==> src/rtl/mem_arbiter.sv <==
// Two-master round-robin arbiter in front of a single-ported 32-bit memory.
// Each accepted access runs IDLE -> ACCESS -> (WAIT) -> RESP before the next request is sampled.
module mem_arbiter #(
   parameter int READ_LATENCY = 1,
   parameter int MEM_WORDS    = 64
) (
   input  logic        clk,
   input  logic        reset,
   input  logic        m0_req,
   input  logic        m0_we,
   input  logic [31:0] m0_addr,
   input  logic [31:0] m0_wdata,
   output logic        m0_gnt,
   output logic        m0_ack,
   output logic        m0_err,
   output logic [31:0] m0_rdata,
   input  logic        m1_req,
   input  logic        m1_we,
   input  logic [31:0] m1_addr,
   input  logic [31:0] m1_wdata,
   output logic        m1_gnt,
   output logic        m1_ack,
   output logic        m1_err,
   output logic [31:0] m1_rdata,
   output logic        mem_en,
   output logic        mem_we,
   output logic [31:0] mem_addr,
   output logic [31:0] mem_wdata,
   input  logic [31:0] mem_rdata,
   output logic        busy,
   output logic        owner
);

   typedef enum logic [1:0] {
      IDLE   = 2'd0,
      ACCESS = 2'd1,
      WAIT   = 2'd2,
      RESP   = 2'd3
   } state_t;

   localparam logic [1:0]  LAT_M1 = 2'(READ_LATENCY - 1);
   localparam logic [29:0] WORDS  = 30'(MEM_WORDS);

   state_t      state_q, state_d;
   logic [1:0]  cnt_q, cnt_d;
   logic        we_q, we_d;
   logic        rej_q, rej_d;
   logic        owner_q, owner_d;
   logic [1:0]  gnt_q, gnt_d;
   logic [1:0]  ack_q, ack_d;
   logic [1:0]  err_q, err_d;
   logic        mem_en_q, mem_en_d;
   logic        mem_we_q, mem_we_d;
   logic [31:0] mem_addr_q, mem_addr_d;
   logic [31:0] mem_wdata_q, mem_wdata_d;
   logic [31:0] rdata0_q, rdata0_d;
   logic [31:0] rdata1_q, rdata1_d;
   logic        busy_q, busy_d;

   logic        win;
   logic        sel_we;
   logic        sel_rej;
   logic [31:0] sel_addr;
   logic [31:0] sel_wdata;

   // Next-state and next-output logic; every output is the registered copy of its _d value.
   always_comb begin
      state_d     = state_q;
      cnt_d       = cnt_q;
      we_d        = we_q;
      rej_d       = rej_q;
      owner_d     = owner_q;
      gnt_d       = 2'b00;
      ack_d       = 2'b00;
      err_d       = 2'b00;
      mem_en_d    = 1'b0;
      mem_we_d    = 1'b0;
      mem_addr_d  = mem_addr_q;
      mem_wdata_d = mem_wdata_q;
      rdata0_d    = rdata0_q;
      rdata1_d    = rdata1_q;
      win         = 1'b0;
      sel_we      = 1'b0;
      sel_addr    = 32'h0000_0000;
      sel_wdata   = 32'h0000_0000;

      // Under contention the master that did not win last time goes first.
      if (m0_req && m1_req) begin
         win = ~owner_q;
      end else if (m1_req) begin
         win = 1'b1;
      end else begin
         win = 1'b0;
      end

      if (win) begin
         sel_we    = m1_we;
         sel_addr  = m1_addr;
         sel_wdata = m1_wdata;
      end else begin
         sel_we    = m0_we;
         sel_addr  = m0_addr;
         sel_wdata = m0_wdata;
      end
      sel_rej = (sel_addr[1:0] != 2'b00) || (sel_addr[31:2] >= WORDS);

      case (state_q)
         IDLE: begin
            if (m0_req || m1_req) begin
               state_d     = ACCESS;
               owner_d     = win;
               we_d        = sel_we;
               rej_d       = sel_rej;
               mem_addr_d  = sel_addr;
               mem_wdata_d = sel_wdata;
               gnt_d[win]  = 1'b1;
               mem_en_d    = ~sel_rej;
               mem_we_d    = ~sel_rej & sel_we;
            end else begin
               state_d = IDLE;
            end
         end
         ACCESS: begin
            if (rej_q || we_q) begin
               state_d        = RESP;
               ack_d[owner_q] = 1'b1;
               err_d[owner_q] = rej_q;
            end else begin
               state_d = WAIT;
               cnt_d   = LAT_M1;
            end
         end
         WAIT: begin
            if (cnt_q == 2'd0) begin
               state_d        = RESP;
               ack_d[owner_q] = 1'b1;
               if (owner_q) begin
                  rdata1_d = mem_rdata;
               end else begin
                  rdata0_d = mem_rdata;
               end
            end else begin
               cnt_d = cnt_q - 2'd1;
            end
         end
         RESP: begin
            state_d = IDLE;
         end
         default: begin
            state_d = IDLE;
         end
      endcase

      busy_d = (state_d != IDLE);
   end

   // State and output registers with synchronous reset.
   always_ff @(posedge clk) begin
      if (reset) begin
         state_q     <= IDLE;
         cnt_q       <= 2'd0;
         we_q        <= 1'b0;
         rej_q       <= 1'b0;
         owner_q     <= 1'b1;
         gnt_q       <= 2'b00;
         ack_q       <= 2'b00;
         err_q       <= 2'b00;
         mem_en_q    <= 1'b0;
         mem_we_q    <= 1'b0;
         mem_addr_q  <= 32'h0000_0000;
         mem_wdata_q <= 32'h0000_0000;
         rdata0_q    <= 32'h0000_0000;
         rdata1_q    <= 32'h0000_0000;
         busy_q      <= 1'b0;
      end else begin
         state_q     <= state_d;
         cnt_q       <= cnt_d;
         we_q        <= we_d;
         rej_q       <= rej_d;
         owner_q     <= owner_d;
         gnt_q       <= gnt_d;
         ack_q       <= ack_d;
         err_q       <= err_d;
         mem_en_q    <= mem_en_d;
         mem_we_q    <= mem_we_d;
         mem_addr_q  <= mem_addr_d;
         mem_wdata_q <= mem_wdata_d;
         rdata0_q    <= rdata0_d;
         rdata1_q    <= rdata1_d;
         busy_q      <= busy_d;
      end
   end

   assign m0_gnt    = gnt_q[0];
   assign m1_gnt    = gnt_q[1];
   assign m0_ack    = ack_q[0];
   assign m1_ack    = ack_q[1];
   assign m0_err    = err_q[0];
   assign m1_err    = err_q[1];
   assign m0_rdata  = rdata0_q;
   assign m1_rdata  = rdata1_q;
   assign mem_en    = mem_en_q;
   assign mem_we    = mem_we_q;
   assign mem_addr  = mem_addr_q;
   assign mem_wdata = mem_wdata_q;
   assign busy      = busy_q;
   assign owner     = owner_q;

endmodule
==> config.mk <==
export PLATFORM = sky130hd
export DESIGN_NAME = mem_arbiter
export DESIGN_NICKNAME = d
export VERILOG_FILES = /design/src/rtl/mem_arbiter.sv
export SDC_FILE = /design/constraint.sdc
export NUM_CORES = 1
export LEC_CHECK = 0
export ABC_AREA = 1
export BUFFER_PORTS_ARGS = -buffer_cell sky130_fd_sc_hd__buf_2
export CORE_ASPECT_RATIO = 1.25
export CORE_MARGIN = 4
export CORE_UTILIZATION = 41
export DETAILED_ROUTE_END_ITERATION = 6
export HOLD_SLACK_MARGIN = 0.15
export PLACE_DENSITY = 0.87
export SYNTH_ARGS = -nofsm -noshare
export SYNTH_HDL_FRONTEND = slang
export SYNTH_SLANG_ARGS = --single-unit
export TNS_END_PERCENT = 30
==> constraint.sdc <==
create_clock -name clk -period 1.4 [get_ports clk]
set_clock_uncertainty 0.05 [all_clocks]
set_input_delay 0.28 -clock clk [delete_from_list [all_inputs] [get_ports clk]]
set_output_delay 0.28 -clock clk [all_outputs]
set_load 0.005 [all_outputs]
======== Word-level counts from Yosys, hierarchy flattened ========
Cells that the tools add are included.
storage, ports and cells
  output and inout port bits .............. 138
  register bits after elaboration ......... 144
  logic and storage cells ................. 70
operators by class
  magnitude comparators ................... 5
  muxes and demuxes ....................... 19
  equality and inequality tests ........... 5
  add/subtract/negate cells ............... 1
  bitwise logic cells ..................... 8
  reductions and logical operators ........ 17
operator list
  cell                                                                           count
  32-bit 2-to-1 mux                                                              2
  30-bit by 7-bit >= comparator with 1-bit output (second input constant)        1
  2-bit 2-to-1 mux                                                               5
  3-bit AND reduction                                                            3
  2-bit case mux with 2 select lines                                             2
  2-bit case mux with 4 select lines                                             1
  1-bit 2-to-1 mux                                                               7
  1-bit NOT                                                                      6
  2-bit nonzero test                                                             3
  3-bit OR reduction                                                             2
  2-bit == test (second input constant)                                          2
  2-bit zero test                                                                2
  1-bit by 2-bit less-than comparator with 1-bit output (second input constant)  2
  2-bit inequality test (second input constant)                                  2
  1-bit logical AND                                                              3
  1-bit logical OR                                                               3
  2-bit AND                                                                      1
  1-bit demux with 1-bit select                                                  2
  2-bit by 1-bit == test with 1-bit output (second input constant)               1
  1-bit >= comparator (second input constant)                                    2
  2-bit AND reduction                                                            1
  2-bit by 1-bit subtractor with 2-bit output (second input constant)            1
  1-bit AND                                                                      1

======== Longest topological paths before layout ========
  depth in word-level cells ............... 7
  gate-level depth with buffers ........... 12
  depth with buffers taken out ............ 11

======== Worst setup path after synthesis ========
Ideal clock, no wire load.
  kind .................................... flip-flop to flip-flop
  start ................................... register state_q[0]
  end ..................................... register rdata0_q[10] (netlist: m0_rdata[10])
  slack ................................... -0.104 ns
  period minus slack after synthesis ...... 1.504 ns
  stages on the path, launching flop included .. 9
  arrival ................................. 1.339 ns
  cell sequence ........................... dfxtp_1 inv_1 ha_1 nand2_1 nor2_1 inv_1 clkbuf_1 nor2_1 nor2_1
between the ends
  cells in the longest elaborated chain, start to end .. 2
RTL lines
  item                           RTL line  RTL
  from (decl)                    44        state_t state_q, state_d;
  from (signal assigned)         176       state_q <= state_d;
  2-bit == test                  107       case (state_q)
  3-bit AND reduction (no line)  --
  to (signal assigned)           188       rdata0_q <= rdata0_d;
  to (decl)                      56        logic [31:0] rdata0_q, rdata0_d;
Every way passes these cells.
A chain may end at the register's enable or synchronous reset.

======== Final worst setup path ========
  start ................................... register state_q[0]
  end ..................................... register mem_wdata_q[31] (netlist: mem_wdata[31])
between the ends
  cells in the longest elaborated chain, start to end .. 2
RTL lines
  item                           RTL line  RTL
  2-bit zero test                107
  2-bit AND reduction (no line)  --
  to (signal assigned)           187       mem_wdata_q <= mem_wdata_d;
  to (decl)                      55        logic [31:0] mem_wdata_q, mem_wdata_d;
Every way passes these cells.

==> summary.md <==
| Metric | Value |
|---|---|
| Fill count | `between 900 and 1000` |
| Share of the synthesized area in the top cell type | `47.4%` |
| Clk root buf | `clkbuf_16` |
| Residual DRC | `0` |
| Setup Crit Path Kind | `flop to flop` |
| Power Internal | `11400 uW` |
| Final WS setup | `-0.225 ns` |
| Final Util | `71.8%` |
| Total gr overflow | `0` |
| # nets final | `1460` |
| First-pass GRT wire length | `38600 microns` |
| Reg power frac | `32.2%` |
| Period utilization | `116%` |
| WL per Instance | `~18 microns` |
| VDD IR-drop max | `0.852 mV` |
| IO Count | `304` |
| Die extent in x | `117 microns` |
| CP endpoint kind | `flop` |
| Net count after synthesis | `1033` |
| # setup viols final | `108` |
| Synth area leader | `dfxtp_1` |
| Leak | `0.00515 uW` |
| Crit path launch type | `flop` |
| Vias | `8184` |
| Post-synthesis sequential area ratio | `47.4%` |
| Clk sinks | `between 100 and 150` |
| Final min period | `1.62 ns` |
| H-tree lvl count | `4` |
| Ratio of cells with drive above 1 in the final layout | `37.9%` |
| FFs w/ async S/R, synth | `0%` |
| Post-synth EDFFs | `0` |
| Clock share of power | `26.2%` |
| Synth Flop Type | `dfxtp_1` |
| Syn-to-layout area delta | `70.8%` |
| RSZ-0062 raised after global routing | `yes` |
| Mapped cell area | `6080 sq um` |
| CP Max Fanout | `16` |
| Max-slew violations | `0` |
| Placed Cells | `1332` |
| #FFs+latches synth | `between 100 and 150` |
| Final wirelength | `roughly 27000 microns` |
| Std cell rows | `49` |
| Die ar. | `16900 sq um` |
| Highest Clock Rate | `0.615 GHz` |
| Post-Layout Cell Count | `1483` |
| Routed Antenna Nets | `0` |
| CTS clock-pin slew for the worst setup and hold paths | `0.08 ns` |
| Vias per std cell | `about 5.5` |
| Core area | `14500 sq um` |
| Clk_lat worst skew | `approximately 0.42 ns` |
| Worst endpoint data arrival time | `1.93 ns` |
| Dpl hpwl | `15400 microns` |
| Most frequent cell after synthesis | `nand2_1` |
| Pwr dens | `1740 nW/um^2` |
| Slew margin rel. | `72.9%` |
| I/O Buffers | `303` |
| Num CTS Buffers | `17` |
| Avg Synthesized Cell Area | `7.06 sq um` |
| DR iter-0 viols | `1052` |
| Sw Share | `37.0%` |
| Final hold vios | `0` |
| Critical Path RT | `1.71 ns` |
| Max cap viols | `0` |
| Initial Util | `42.0%` |
| Slew @ Worst Pin | `slightly above 0.4 ns` |
| Gpl congestion | `0.926` |
| Synth Warn # | `0` |
| Pin count of the biggest net entering global routing | `48` |
| Syn Inst Count | `862` |
| Max Buffers Root-to-Sink | `2` |
| Vias in the first global route | `7837` |
| Netlist cell types | `24` |
| CTS tree | `built` |
| Hold WC Path Type | `input port to flop` |
| Initial antenna violation count | `1` |
| Status | `complete, but fails checks` |
| Combinational power share | `41.6%` |
| Total GRT Usage | `just under 30%` |
| Chip height | `144 microns` |
| Pre-antenna DRT Iters | `6` |
| Commonest cells post-synth | `nand2_1 (246), dfxtp_1 (144), nor2_1 (104)` |
| Top cells by area, synth | `dfxtp_1 (47%), nand2_1 (15%), o21ai_0 (7.4%)` |
| Switching power | `6700 uW` |
| Failing checks | `negative setup slack` |
==> cell type report <==
cell class / instances / area (sq um) / share of cell area (%)
tap: 178 / 223 / 2.14
antenna: 3 / 7.51 / 0.0722
multi-input combinational: 608 / 3090 / 29.7
clock buffer: 18 / 439 / 4.23
sequential: 144 / 2890 / 27.8
inverter: 52 / 206 / 1.99
clock inverter: 14 / 170 / 1.64
timing repair buffer: 466 / 3370 / 32.4
==> metal layers <==
| metal | vias to the layer above | track usage (%) | wire (microns) |
|---|---|---|---|
| li1 | 3657 | - | - |
| met1 | 3712 | 31.5 | 9240 |
| met2 | 647 | 50.4 | 13600 |
| met3 | 168 | 6.86 | 2910 |
| met4 | 0 | 18.2 | 1600 |
| met5 | - | 0 | 0 |
==> power groups by stage <==
stage | registers [uW] | logic, uW | clock network (uW)
4_1_cts | 5720 | 6440 | 4790
5_1_grt | 5920 | 8090 | 4950
3_5_place_dp | 5760 | 5240 | 0
6_report | 5830 | 7530 | 4740
2_1_floorplan | 5810 | 2600 | 0
3_3_place_gp | 5750 | 5120 | 0
==> flip-flops by register name, indices dropped and copies added (netlist names), 2 cells and up <==
register   flops
m0_rdata      32
m1_rdata      32
mem_addr      32
mem_wdata     32
ack_q          2
cnt_q          2
err_q          2
gnt_q          2
state_q        2
==> timing repair <==
| action | 4_1_cts | 5_1_grt |
|---|---|---|
| hold endpoints to repair | 96 | 0 |
| endpoints found under the setup margin | 136 | 126 |
| cloned | 6 | 4 |
| buffers inserted | 5 | 5 |
| pin swaps | 7 | 17 |
| resized for setup | 79 | 76 |
| hold buffers | 97 | 0 |
==> cell usage in the layout (no fill, tap or decap), types with 7 or more instances in the layout <==
| master | instances |
|---|---|
| nand2_4 | 7 |
| inv_2 | 13 |
| nand3b_1 | 16 |
| a21oi_1 | 29 |
| inv_1 | 36 |
| o21ai_0 | 62 |
| o21ai_2 | 10 |
| dfxtp_1 | 140 |
| buf_2 | 302 |
| buf_6 | 11 |
| nor2_2 | 10 |
| nand2_1 | 227 |
| nand2_2 | 13 |
| buf_12 | 13 |
| nand3_1 | 50 |
| clkbuf_16 | 21 |
| a31oi_1 | 31 |
| dlygate4sd3_1 | 97 |
| a21oi_2 | 8 |
| nor2_1 | 92 |
| o21ai_1 | 24 |
| buf_4 | 33 |
| nand3_2 | 9 |
==> cell families (layout without fill, tap and decap cells) <==
logic type / after synthesis / in the layout / share of synthesized area (%)
AND/OR/NAND/NOR: 435 / 435 / 29.5
flip-flops: 144 / 144 / 47.4
buffers and inverters: 110 / 550 / 7.53
AO/OA/AOI/OAI: 168 / 168 / 14.5
adder cells (fa/ha/maj): 5 / 5 / 1.03
other: 0 / 3 / 0
==> stage by stage <==
| step | TNS, ns | instance area [sq um] | total power, uW | hold slack [ns] | setup slack (ns) |
|---|---|---|---|---|---|
| floorplan | -0.529 | 6110 | 8410 | 0.313 | -0.0126 |
| global placement | -5.98 | 8080 | 10900 | 0.385 | -0.187 |
| detailed placement | -11.83 | 8080 | 11000 | 0.395 | -0.240 |
| CTS | -0.839 | 10000 | 16900 | 0.156 | -0.161 |
| global route | -19.12 | 10400 | 19000 | 0.167 | -0.339 |
| finish | -11.56 | 10400 | 18100 | 0.142 | -0.225 |
==> worst max-delay path, stage by stage (launching register included) <==
cell and delay [ns]:
dfxtp_4 0.37, inv_6 0.07, ha_4 0.13, inv_2 0.04
nor2_4 0.17, buf_6 0.12, inv_2 0.03, nor2_4 0.12
inv_4 0.09, buf_12 0.16, nor2_4 0.09, nand2_1 0.05
nand3_1 0.06
==> worst paths after layout <==
check	depth (start not counted)	slack (ns)	end	start
worst max-delay path	12	-0.22	mem_wdata[31]$_SDFFE_PP0P_	state_q[0]$_SDFF_PP0_
worst min-delay path	2	0.14	mem_en$_SDFF_PP0_	reset
worst max register to register	12	-0.22	mem_wdata[31]$_SDFFE_PP0P_	state_q[0]$_SDFF_PP0_
worst min register to register	2	0.41	mem_addr[8]$_SDFFE_PP0P_	mem_addr[8]$_SDFFE_PP0P_
Power figures use the tool's default switching activity.
